## src/rtl/window_gen3x3_pkg.sv

```systemverilog
// Shared definitions for the 3x3 window generator and its consumers.
// Window packing: each row is {left (c-2), mid (c-1), right (c)}, with left in the MSB slice.
package window_gen3x3_pkg;

  localparam int WI_DEF    = 8;
  localparam int IMG_W_DEF = 28;
  localparam int IMG_H_DEF = 28;

  // Column slot inside a window row; slot order matches MSB-first packing.
  typedef enum logic [1:0] {
    SLOT_LEFT  = 2'd0,
    SLOT_MID   = 2'd1,
    SLOT_RIGHT = 2'd2
  } slot_e;

  // Counter width large enough to hold max(w, h) - 1.
  function automatic int cw_for(input int w, input int h);
    return $clog2((w > h) ? w : h);
  endfunction

endpackage

```

## src/rtl/window_gen3x3_if.sv

```systemverilog
// Pixel-in / window-out stream bundle between a feature-map source, the
// window generator and a conv3x3 consumer.
interface window_gen3x3_if #(
  parameter int WI = window_gen3x3_pkg::WI_DEF
);

  logic              iInValid;
  logic [WI-1:0]     iPixel;
  logic              oOutValid;
  logic [3*WI-1:0]   oWindowOutRow1;
  logic [3*WI-1:0]   oWindowOutRow2;
  logic [3*WI-1:0]   oWindowOutRow3;
  logic              oFrameDone;

  // Pixel source / window sink side.
  modport master (
    output iInValid, iPixel,
    input  oOutValid, oWindowOutRow1, oWindowOutRow2, oWindowOutRow3, oFrameDone
  );

  // Window generator side.
  modport slave (
    input  iInValid, iPixel,
    output oOutValid, oWindowOutRow1, oWindowOutRow2, oWindowOutRow3, oFrameDone
  );

endinterface

```

## src/rtl/window_gen3x3_line_buffer.sv

```systemverilog
// Single-line delay with enable: circular RAM, read-before-write at one pointer.
// dout is the value written DEPTH accepted samples ago.
module line_buffer #(
  parameter int WI    = 8,
  parameter int DEPTH = 28
) (
  input  logic          clk,
  input  logic          rst_n,
  input  logic          en,
  input  logic [WI-1:0] din,
  output logic [WI-1:0] dout
);

  localparam int PW = (DEPTH > 1) ? $clog2(DEPTH) : 1;

  logic [WI-1:0] mem [DEPTH];
  logic [PW-1:0] ptr;

  assign dout = mem[ptr];

  // Storage write; contents are never reset, downstream row gating masks them.
  always_ff @(posedge clk) begin
    if (en) begin
      mem[ptr] <= din;
    end
  end

  // Circular pointer, advanced only on accepted samples.
  always_ff @(posedge clk or negedge rst_n) begin
    if (!rst_n) begin
      ptr <= '0;
    end else if (en) begin
      if (ptr == PW'(DEPTH - 1)) begin
        ptr <= '0;
      end else begin
        ptr <= ptr + PW'(1);
      end
    end
  end

endmodule

```

## src/rtl/window_gen3x3.sv

```systemverilog
// Streaming 3x3 window generator: two line buffers feed the top/mid taps,
// a 3x3 shift register forms the window, counters gate valid output so only
// full no-padding windows are emitted.
module window_gen3x3
  import window_gen3x3_pkg::*;
#(
  parameter int WI    = WI_DEF,
  parameter int IMG_W = IMG_W_DEF,
  parameter int IMG_H = IMG_H_DEF,
  parameter int CW    = cw_for(IMG_W, IMG_H)
) (
  input  logic             iClk,
  input  logic             iRsn,
  window_gen3x3_if.slave   win
);

  logic [CW-1:0] col;
  logic [CW-1:0] row;
  logic          col_last;
  logic          row_last;
  logic          in_window;

  logic [WI-1:0] tap_mid;
  logic [WI-1:0] tap_top;

  // win_q[0] = top row (r-2), win_q[1] = middle (r-1), win_q[2] = bottom (r).
  logic [WI-1:0] win_q [3][3];

  logic out_valid;
  logic frame_done;

  assign col_last  = (col == CW'(IMG_W - 1));
  assign row_last  = (row == CW'(IMG_H - 1));
  assign in_window = (row >= CW'(2)) && (col >= CW'(2));

  // Line A delays the input by one line; line B delays line A's output by another.
  line_buffer #(.WI(WI), .DEPTH(IMG_W)) u_line_a (
    .clk   (iClk),
    .rst_n (iRsn),
    .en    (win.iInValid),
    .din   (win.iPixel),
    .dout  (tap_mid)
  );

  line_buffer #(.WI(WI), .DEPTH(IMG_W)) u_line_b (
    .clk   (iClk),
    .rst_n (iRsn),
    .en    (win.iInValid),
    .din   (tap_mid),
    .dout  (tap_top)
  );

  // Raster position of the next pixel to be accepted.
  always_ff @(posedge iClk or negedge iRsn) begin
    if (!iRsn) begin
      col <= '0;
      row <= '0;
    end else if (win.iInValid) begin
      if (col_last) begin
        col <= '0;
        row <= row_last ? '0 : row + CW'(1);
      end else begin
        col <= col + CW'(1);
      end
    end
  end

  // Window shift: columns move left, the new {top, mid, bottom} column enters right.
  always_ff @(posedge iClk or negedge iRsn) begin
    if (!iRsn) begin
      for (int unsigned r = 0; r < 3; r++) begin
        for (int unsigned c = 0; c < 3; c++) begin
          win_q[r][c] <= '0;
        end
      end
    end else if (win.iInValid) begin
      for (int unsigned r = 0; r < 3; r++) begin
        win_q[r][SLOT_LEFT] <= win_q[r][SLOT_MID];
        win_q[r][SLOT_MID]  <= win_q[r][SLOT_RIGHT];
      end
      win_q[0][SLOT_RIGHT] <= tap_top;
      win_q[1][SLOT_RIGHT] <= tap_mid;
      win_q[2][SLOT_RIGHT] <= win.iPixel;
    end
  end

  // Valid and frame-done flags, registered alongside the window they qualify.
  always_ff @(posedge iClk or negedge iRsn) begin
    if (!iRsn) begin
      out_valid  <= 1'b0;
      frame_done <= 1'b0;
    end else begin
      out_valid  <= win.iInValid && in_window;
      frame_done <= win.iInValid && row_last && col_last;
    end
  end

  // Output packing: left column in the MSB slice of each row.
  always_comb begin
    win.oOutValid      = out_valid;
    win.oFrameDone     = frame_done;
    win.oWindowOutRow1 = {win_q[0][SLOT_LEFT], win_q[0][SLOT_MID], win_q[0][SLOT_RIGHT]};
    win.oWindowOutRow2 = {win_q[1][SLOT_LEFT], win_q[1][SLOT_MID], win_q[1][SLOT_RIGHT]};
    win.oWindowOutRow3 = {win_q[2][SLOT_LEFT], win_q[2][SLOT_MID], win_q[2][SLOT_RIGHT]};
  end

endmodule

```

## src/flat_wrapper.sv

```systemverilog
// flat-port wrapper written by rule: the top's interface ports become plain ports
module window_gen3x3_flat import window_gen3x3_pkg::*;
#(
  parameter int WI    = WI_DEF,
  parameter int IMG_W = IMG_W_DEF,
  parameter int IMG_H = IMG_H_DEF,
  parameter int CW    = cw_for(IMG_W, IMG_H)
)
  (iClk, iRsn, win_iInValid, win_iPixel, win_oOutValid, win_oWindowOutRow1, win_oWindowOutRow2, win_oWindowOutRow3, win_oFrameDone);
  window_gen3x3_if #(.WI(WI)) win_i ();
  input  logic iClk;
  input  logic iRsn;
  input wire logic [$bits(win_i.iInValid)-1:0] win_iInValid;
  input wire logic [$bits(win_i.iPixel)-1:0] win_iPixel;
  output wire logic [$bits(win_i.oOutValid)-1:0] win_oOutValid;
  output wire logic [$bits(win_i.oWindowOutRow1)-1:0] win_oWindowOutRow1;
  output wire logic [$bits(win_i.oWindowOutRow2)-1:0] win_oWindowOutRow2;
  output wire logic [$bits(win_i.oWindowOutRow3)-1:0] win_oWindowOutRow3;
  output wire logic [$bits(win_i.oFrameDone)-1:0] win_oFrameDone;
  assign win_i.iInValid = win_iInValid;
  assign win_i.iPixel = win_iPixel;
  assign win_oOutValid = win_i.oOutValid;
  assign win_oWindowOutRow1 = win_i.oWindowOutRow1;
  assign win_oWindowOutRow2 = win_i.oWindowOutRow2;
  assign win_oWindowOutRow3 = win_i.oWindowOutRow3;
  assign win_oFrameDone = win_i.oFrameDone;
  window_gen3x3 #(.WI(WI), .IMG_W(IMG_W), .IMG_H(IMG_H), .CW(CW)) u_core (.iClk(iClk), .iRsn(iRsn), .win(win_i));
endmodule
```

## config.mk

```make
export PLATFORM = sky130hd
export DESIGN_NAME = window_gen3x3_flat
export DESIGN_NICKNAME = d
export VERILOG_FILES = /design/src/rtl/window_gen3x3_pkg.sv /design/src/rtl/window_gen3x3_if.sv /design/src/rtl/window_gen3x3_line_buffer.sv /design/src/rtl/window_gen3x3.sv /design/src/flat_wrapper.sv
export SDC_FILE = /design/constraint.sdc
export NUM_CORES = 1
export LEC_CHECK = 0
export BUFFER_PORTS_ARGS = -buffer_cell sky130_fd_sc_hd__buf_4
export CORE_AREA = 4 4 212 214
export DETAILED_ROUTE_END_ITERATION = 10
export DIE_AREA = 0 0 216 218
export PLACE_DENSITY = 0.66
export SYNTH_ARGS = -nofsm -noshare
export SYNTH_HDL_FRONTEND = slang
export SYNTH_SLANG_ARGS = --single-unit
```

## constraint.sdc

```tcl
create_clock -name iClk -period 7.6 [get_ports iClk]
set_input_delay 0.76 -clock iClk [delete_from_list [all_inputs] [get_ports iClk]]
set_output_delay 0.76 -clock iClk [all_outputs]
set_load 0.02 [all_outputs]
```

* After elaboration in Yosys (flattened, before gate mapping)
Memories as Yosys holds them, arrays and structs flattened. A register that Yosys moved wholly into a read port is not among the register bits.
Index checks and enable logic that the tools add are counted.
** Word-level totals
- Memories :: 2
- Input bits :: 11
- Register bits after elaboration :: 86
- Bits in writable memories :: 448
** Memories
- u_core.u_line_a.mem :: depth 28, width 8, read ports 1, clocked after Yosys merged registers in 0, write ports 1, RTL line window_gen3x3_line_buffer.sv:16 : logic [WI-1:0] mem [DEPTH];
- u_core.u_line_b.mem :: depth 28, width 8, read ports 1, clocked after Yosys merged registers in 1, write ports 1, RTL line window_gen3x3_line_buffer.sv:16
** Cells by class
- Add/subtract/negate cells :: 4
- Reduce and logical (&&, ||, !) cells :: 6
- $lt $le $gt $ge :: 2
- Equality and inequality tests :: 4
- Mux-type cells :: 6
** Operators by type and width (number)
- $add 5x1->5 const B :: 4
- $eq 5x5->1 const B :: 4
- $mux 5 :: 4
- $ge 5x2->1 const B :: 2
- $logic_and 1x1->1 :: 4
- $mux 1 :: 2
- $reduce_and 2->1 :: 1
- $logic_not 1->1 :: 1

* Logic depth before layout (Yosys ltp)
Gate-level depths: netlist (run 1).
- Word-level depth :: 3
- Depth in mapped cells :: 9

* Hierarchy
A second synthesis (run 1) with hierarchy kept.
** Unflattened totals
- Cells, all modules :: 1102
- Area, all modules :: 21429.3 um^2
** Modules (own cells, without submodules)
- line_buffer :: instances 2, cells each 446, area an instance 9068.7 um^2
- window_gen3x3 :: instances 1, cells each 210, area an instance 3291.9 um^2

* Least setup slack after synthesis (run 1)
Ideal clock, no wire load.
- Path kind :: in2reg
- Start point :: input port win_iInValid
- End point :: memory u_core.u_line_a.mem[0][0] (enable)
- Required time :: 7.205 ns
- Path buffers :: 3
- Stages :: 5
- Slack :: 4.672 ns
- Arrival :: 2.534 ns
- Library setup time :: 0.395 ns
- Path through :: clkbuf_1 clkbuf_1 clkbuf_1 nand2_1 nor4_1
** On the way
- Longest elaborated chain between the ends :: 2
** Ends and longest elaborated chain
- start, declared :: RTL line flat_wrapper.sv:13 : input wire logic [$bits(win_i.iInValid)-1:0] win_iInValid;
- $mux 1 :: RTL line window_gen3x3_line_buffer.sv:23 : if (en) begin
- $mux 1 (implied by the code) :: RTL line window_gen3x3_line_buffer.sv:24 : mem[ptr] <= din;
- end, declared :: RTL line window_gen3x3_line_buffer.sv:16
Every way passes these cells.

* Worst setup path in the final report (run 1)
- Start point :: register u_core.u_line_a.ptr[0]
- End point :: register u_core.win_q, in the netlist u_core.win.oWindowOutRow2[2]
** On the way
- Longest elaborated chain between the ends :: 1
** Ends and longest elaborated chain
- start, declared :: RTL line window_gen3x3_line_buffer.sv:17 : logic [PW-1:0] ptr;
- start signal, assigned :: RTL line window_gen3x3_line_buffer.sv:36 : ptr <= ptr + PW'(1);
- $mem_v2 28x8
- via u_core.tap_mid[2] :: RTL line window_gen3x3.sv:23 : logic [WI-1:0] tap_mid;
- end signal, assigned by index :: RTL line window_gen3x3.sv:78 : win_q[r][SLOT_LEFT] <= win_q[r][SLOT_MID];
- end signal, assigned by index :: RTL line window_gen3x3.sv:79 : win_q[r][SLOT_MID] <= win_q[r][SLOT_RIGHT];
- end signal, assigned by index :: RTL line window_gen3x3.sv:81 : win_q[0][SLOT_RIGHT] <= tap_top;
- end, declared :: RTL line window_gen3x3.sv:27 : logic [WI-1:0] win_q [3][3];
The timed path passes the listed nets, and every way through them passes these cells.
A chain may end at the register's enable or synchronous reset.

==> results.txt, run 1 <==
* Post-detail-place hpwl: about 28000 um
- Slew at the pin with the worst max-slew slack: around 1.3 ns
- Final net count: ~1300
* Number of cells on the critical path: 4
* Total vias in the final route: approximately 11000
- The path class of the tightest hold or removal check is primary input to async pin.
* Number of remaining DRC errors: 0
- Count of cells along the worst register-to-register path: 4
- Data required, critical path: a little over 8 ns
* Routed WL per cell: about 25 um
* Termination of the worst setup path: u_core.win.oWindowOutRow2[2]
* Leading cell types in the layout, fill and taps excluded: sky130_fd_sc_hd__edfxtp_1, sky130_fd_sc_hd__buf_4, sky130_fd_sc_hd__dfrtp_1
- In this design, the largest share of critical-path delay is due to multiplexers.
- Number of instances in the synthesized netlist: roughly 1100
- The floorplan step set the die width to 216 um.
* Post-layout min period: ~4.0 ns
* Maximum vdd ir drop: approximately 0.24 mV
* Post-synthesis sequential element count: about 540
- Setup repair after global routing left no endpoint under its margin.
- Arrival time of the worst setup path: 4.42 ns
- The endpoint identified for the worst register-to-register timing path is u_core.win.oWindowOutRow2[2].
* Ratio of cells with drive above 1 in the final layout: 25.6%
- Buffers added to address setup during post-CTS repair amount to 0.
- Sum of negative setup slack: 0 ns
* Clk pin slew, worst setup/hold paths: approximately 0.06 ns
- In this run the worst path has a maximum fanout of 55.
- Overall global routing resource usage: 19.7%
* Number of clock sinks: approximately 540
- Total congestion overflow after global routing: 0
* Highest cell delay on the worst timing path: about 1.1 ns
- Initial antenna violation count: 3
- Count of input and output buffers: 84
* Clock root cell: sky130_fd_sc_hd__clkbuf_16
* Crit path launch type: register
* Wire length of the first global-routing pass: 70200 um
- Count of final hold-check violations: 0
- The library cell used most frequently in the layout, excluding fill and tap cells, is sky130_fd_sc_hd__edfxtp_1.
- The floorplan step defined a core boundary enclosing roughly 43000 um2.
* Post-synthesis instance area: 21200 um2
* Clock buffer depth: 3
* Total of hold buffers inserted after clock tree synthesis: 0
- Dividing the final minimum period by the clock period gives ~52%.
- Clock skew after layout: a little over 0.03 ns
* Number of optimization iterations in the first detailed-route pass: 5
* CP Buf/Inv Count: 0
- Summed over all cells, the static leakage comes to between 8 and 9 nW.
- The critical path goes through mux4_2 -> a211oi_1 -> nand3_1 -> mux2_2.
* Synth-to-layout area growth: 14.6%
- Setup violations remaining at the end of the flow were counted as 0.
- Counting flops with a built-in enable in the synthesized netlist gives ~450.
* Design area: 24300 um2
* Weighted congestion at the end of routability-driven global placement: 0.804
* Classification of the worst setup path: register to register
- The total count of max-transition violations in the final report was 0.
- Setup slack on the worst flop-to-flop path: between 3 and 4 ns
* CTS tree: done
* Largest net degree at the start of global routing: between 70 and 80
- Floorplan die height: approximately 220 um
* Normalized max-slew margin: about an eighth
- The final layout contains routed wiring with a total length of around 46000 um.
- Summing all placed instances gives a cell area of 22400 um2.
* Synthesized area per cell: roughly 18 um2
- Worst reg2reg startpoint: u_core.u_line_a.ptr[0]
- Post-DR vias/cell: about 5.8
- Number of standard cells in the final layout excluding fillers: between 1500 and 2000
* Fmax: roughly 0.25 GHz
- Post-Place Cells: 1769
- CTS-repair resized insts: 0
* Via count of the first global-routing pass: ~11000
- Sequential cells were found to cover about three quarters of the synthesized design area.
* Starting Density: between 40% and 50%
- H-tree depth reported by CTS: 2
- STA classifies the critical path endpoint as a register.
- Commonest register cell after synthesis: sky130_fd_sc_hd__edfxtp_1
- Result of the run: complete, no violations
- Worst setup path start: u_core.u_line_a.ptr[0]
- First-iteration detailed-routing DRC count: 1338
- After synthesis, the netlist uses between 50 and 60 different library cells.
* Power per unit of standard cell area: approximately 400 nW/um2
- Hold timing on the final database bottoms out at a slack of about 0.09 ns.
- Row count: 76
- After synthesis, the share of flip-flops with an asynchronous set or reset is between 10% and 20%.
* Number of clock buffers inserted by TritonCTS: 55
- Max-cap violations in this run came to 0.
- Antenna diode count: 0
* Worst path slowest cell: sky130_fd_sc_hd__dfrtp_4
* Floorplan die area: about 47000 um2
- For the worst-skew pair, the clock arrives at the later sink with an insertion delay of 0.60 ns.
- Yosys printed 0 warnings.
- Post-route core utilization: 56.7%
* Count of pins on the block boundary: 85
- Net count of the mapped netlist: 1172
- DRT antenna net count: 0
[synthesized netlist by cell type (8+ instances only)]
library cell	count	share of area, %
sky130_fd_sc_hd__o22ai_1	14	0.41
sky130_fd_sc_hd__dfrtp_1	94	11
sky130_fd_sc_hd__a22oi_1	20	0.71
sky130_fd_sc_hd__nor3_1	11	0.26
sky130_fd_sc_hd__buf_2	14	0.33
sky130_fd_sc_hd__and3_1	9	0.27
sky130_fd_sc_hd__a21oi_1	19	0.45
sky130_fd_sc_hd__mux2i_1	74	3.5
sky130_fd_sc_hd__nand3_1	29	0.68
sky130_fd_sc_hd__o21ai_0	13	0.31
sky130_fd_sc_hd__inv_1	8	0.14
sky130_fd_sc_hd__edfxtp_1	448	63
sky130_fd_sc_hd__mux4_2	76	8.1
sky130_fd_sc_hd__ha_1	12	0.71
sky130_fd_sc_hd__clkbuf_1	32	0.57
sky130_fd_sc_hd__nor2_1	56	0.99
sky130_fd_sc_hd__mux2_2	64	3.4
sky130_fd_sc_hd__nand2_1	49	0.87
sky130_fd_sc_hd__buf_1	8	0.14
[layout make-up]
type,count,area (um2)
clock inverter,36,445
fill,3255,18600
sequential,542,15800
inverter,11,41.3
tap,585,732
multi-input combinational,534,5090
clock buffer,67,1480
timing repair buffer,97,728
[through the flow]
step	worst slack [ns]	power, W
after floorplan	4.67	0.00597
after global placement	3.74	0.00701
after detailed placement	3.60	0.00707
after CTS	3.59	0.00991
after global routing	3.26	0.0103
final	3.64	0.00983
[state kept, by name (all words and copies together) (netlist names)]
name	flops
u_core.col	5
u_core.win.oWindowOutRow1	24
u_core.win.oWindowOutRow2	24
u_core.win.oWindowOutRow3	24
u_core.u_line_a.ptr	5
u_core.u_line_b.mem	224
u_core.win.oOutValid	1
u_core.u_line_a.mem	224
u_core.row	5
u_core.win.oFrameDone	1
u_core.u_line_b.ptr	5
[worst reg2reg max path, cell delays in order, from the launching register on]
cell	delay, ns
sky130_fd_sc_hd__dfrtp_4	1.08
sky130_fd_sc_hd__mux4_2	0.67
sky130_fd_sc_hd__a211oi_1	0.48
sky130_fd_sc_hd__nand3_1	0.95
sky130_fd_sc_hd__mux2_2	0.66
[worst min path at each step]
stage | from | to | slack, ns | cells after the start
final | iRsn | u_core.win.oWindowOutRow3[6] | 0.09 | 1
after CTS | iRsn | u_core.win.oWindowOutRow3[6] | 0.08 | 1
after detailed placement | u_core.win.oWindowOutRow2[19] | u_core.win.oWindowOutRow2[19] | 0.50 | 1
after floorplan | iRsn | u_core.col[0] | 0.46 | 0
after global routing | iRsn | u_core.win.oWindowOutRow3[6] | 0.09 | 1
after global placement | u_core.win.oWindowOutRow3[18] | u_core.win.oWindowOutRow3[18] | 0.49 | 1
[layer usage]
layer  up-vias  share of wire, %  track usage (%)
li1       4758                 -                -
met1      5705                44             29.1
met2       376                47             30.5
met3        67               6.6             3.92
met4         2               2.1             5.42
met5         -             0.015                0
[report_power, final]
group / total (W) / switching (W) / internal, W
combinational: 0.00260 / 0.00165 / 0.000959
sequential: 0.00438 / 0.000342 / 0.00404
clock: 0.00284 / 0.00111 / 0.00173
[logic make-up (layout without fill, tap and decap cells)]
logic type	after synthesis	count (layout)	share of synthesized area [%]
AOI/OAI and AO/OA	107	107	3.33
adders and majority gates	12	12	0.707
buffers and inverters	73	211	1.63
muxes	220	220	15.5
xor gates and xnor gates	3	3	0.124
and+or+nand+nor	192	192	4.29
DFF	542	542	74.4
Power figures use the tool's default switching activity.
==> inputs of run 2 (changes only) <==
==> constraint.sdc (replaced) <==
create_clock -name iClk -period 4.13 [get_ports iClk]
set_input_delay 0.413 -clock iClk [delete_from_list [all_inputs] [get_ports iClk]]
set_output_delay 0.413 -clock iClk [all_outputs]
set_load 0.02 [all_outputs]
==> run 2 against run 1 <==
  * Flip-flop and latch count stayed put
  * Core utilization shrank 0.29 points
  * Fmax up 26%
  * Critical path type unchanged
  * Combinational power up 82%
  * Critical path depth rose by 2
  * Power is 78% higher
==> results.txt, run 2 (same netlist as run 1, synthesis figures left out) <==
- From left edge to right edge, the die measures between 200 and 250 um.
- Leak Pwr: about 8.4 nW
- Critical Path Fanout Max: 29
* First-iteration detailed-routing DRC count: ~1100
- Leading cell types in the layout, fill and taps excluded: sky130_fd_sc_hd__edfxtp_1, sky130_fd_sc_hd__buf_4, sky130_fd_sc_hd__dfrtp_1
- Wire length of the first global-routing pass: 68500 um
- Clock skew after layout: roughly 0.034 ns
* Post-detail-place hpwl: about 27000 um
* Weighted congestion at the end of routability-driven global placement: between 0.8 and 0.9
* Clock root cell: sky130_fd_sc_hd__clkbuf_16
- Met2 Resource Use GR: approximately 29%
- Maximum vdd ir drop: about 0.44 mV
- Wires add up to ~44000 um.
- Counting every sink on the clock net gives about 540.
- Classification of the worst setup path: register to register
- Arrival time of the worst setup path: ~3.6 ns
- DRT antenna net count: 0
* Maximum Capacitance Violations: 0
- For met1 alone, demand over resource in global routing was between 20% and 30%.
- STA classifies the critical path endpoint as a register.
- Floorplan die area: roughly 47000 um2
- Worst setup slack before clock tree synthesis: 0.988 ns
- The run finished with clean final reports.
- TritonCTS built the clock tree.
- Via count of the first global-routing pass: roughly 11000
- Synth-to-layout area growth: 14.0%
* Count of input and output buffers: 84
- For this run, the top clock speed supported by timing is approximately 0.32 GHz.
* Post-Place Cells: ~1800
- Once the clock tree was built, the resizer swapped 0 gates to a different size.
* Placeable core area: roughly 43000 um2
- Number of standard cells in the final layout excluding fillers: about 1900
- Of the cells placed in the final design, the portion with a size suffix greater than 1 is about a quarter.
- Clock-pin slew was measured on the worst setup and hold paths at 0.06 ns.
- Crit path launch type: register
- For the pin with the worst max-slew slack, the measured transition is approximately 1.0 ns.
- Number of pins with negative max-slew slack in the final report: 0
- After layout, the worst setup slack is 0.981 ns.
- The initialized floorplan defines 76 standard-cell rows.
- The clock reaches the later pin of the worst-skew pair after between 0.6 and 0.7 ns.
- Setup-failing EPs final: 0
- For this design the ratio of total power to cell area is ~720 nW/um2.
- The worst pin sits at a relative slew slack of 32.2%.
- Number of remaining DRC errors: 0
- The worst hold path belongs to the class primary input to register.
* RSZ-0062 raised after global routing: false
* Number of optimization iterations in the first detailed-route pass: 5
- Data on the critical path is required at its endpoint by about 4.6 ns.
- In the global route stage, met3 resource usage came out at approximately 3.9%.
- Subtracting the final worst setup slack from the clock period gives 3.15 ns.
- H-tree depth reported by CTS: 2
* Sum of negative setup slack: 0 ns
* Registers with the most flip-flops: u_core.u_line_a.mem (224), u_core.u_line_b.mem (224)
* Count of pins on the block boundary: 85
- In this run the deepest clock path goes through 3 buffers.
- Most common cell after layout, fill and taps aside: sky130_fd_sc_hd__edfxtp_1
- Routed WL per cell: 23.6 um
- Total congestion overflow after global routing: 0
- Largest net degree at the start of global routing: a little over 60
* Count of final hold-check violations: 0
* Final cycle utilization of the critical path: roughly three quarters
- The initial utilization of the core area, before any placement, comes to 49.5%.
* Overall global routing resource usage: 19.1%
- The die is about 220 um tall.
* Initial antenna violation count: 1
- Post-DR vias/cell: 5.75
* Total vias in the final route: roughly 11000
- In this run the most used layer during global routing was met2.
- Counting the buffers created by CTS gives between 50 and 60.
- Final net count: approximately 1300
-- run 2: cell types whose count changed in the layout (fill, tap and decap cells not counted), sizes merged --
cell / change
dlygate4sd3: +1
buf: +16
clkbuf: +6
clkinv: -1
clkinvlp: -1
bufinv: -8
diode: +1
-- run 2: stage by stage --
| step | instance area (um2) | hold WS, ns | util (%) | total power (W) |
|---|---|---|---|---|
| floorplan | 21200 | 0.117 | - | 0.0110 |
| global placement | 22500 | 0.492 | 52.5 | 0.0129 |
| detailed placement | 22500 | 0.498 | 52.5 | 0.0130 |
| CTS | 24200 | 0.191 | 56.5 | 0.0177 |
| global route | 24200 | 0.207 | 56.5 | 0.0183 |
| finish | 24200 | 0.219 | 56.5 | 0.0175 |
-- run 2: routing by layer --
layer,share of wire [%],vias to the layer above
met5,0,-
met1,45,5623
met4,2.5,0
li1,-,4795
met3,6.7,75
met2,46,358
-- run 2: final cells by class --
| type | instances | area [um2] |
|---|---|---|
| Fill cell | 3252 | 18700 |
| Sequential cell | 542 | 15800 |
| Multi-Input combinational cell | 534 | 5080 |
| Clock buffer | 73 | 1480 |
| Timing Repair Buffer | 114 | 858 |
| Tap cell | 585 | 732 |
| Clock inverter | 26 | 201 |
| Inverter | 11 | 41.3 |
| Antenna cell | 1 | 2.50 |
-- run 2: final timing paths --
check,start,endpoint,slack (ns),depth (start not counted)
worst min-delay path,win_iPixel[6],u_core.u_line_a.mem[13][6],0.22,1
worst max register to register,u_core.u_line_a.ptr[1],u_core.win.oWindowOutRow2[6],0.98,6
min in group asynchronous,iRsn,u_core.win.oWindowOutRow3[6],0.41,2
worst min register to register,u_core.win.oWindowOutRow3[20],u_core.win.oWindowOutRow3[20],0.51,1
max in group asynchronous,iRsn,u_core.u_line_b.ptr[0],2.89,3
worst max-delay path,u_core.u_line_a.ptr[1],u_core.win.oWindowOutRow2[6],0.98,6
-- run 2: what timing repair did --
item | CTS | global route
hold buffers | 1 | 0
setup endpoints to repair | 0 | 0
hold endpoints to repair | 58 | 0
buffers inserted | 0 | 0
-- run 2: critical path, cell delays in order, from the launching register on --
cell and delay [ns]:
sky130_fd_sc_hd__dfrtp_1 1.01, sky130_fd_sc_hd__buf_4 0.35, sky130_fd_sc_hd__mux4_2 0.31, sky130_fd_sc_hd__a22oi_1 0.23, sky130_fd_sc_hd__o21ai_1 0.12, sky130_fd_sc_hd__a21o_1 0.51, sky130_fd_sc_hd__mux2_2 0.44
-- run 2: power by group --
part / total, W / switching [W] / internal [W]
clock network: 0.00465 / 0.00200 / 0.00264
registers: 0.00813 / 0.000732 / 0.00739
logic: 0.00474 / 0.00291 / 0.00184
total: 0.0175 / 0.00564 / 0.0119
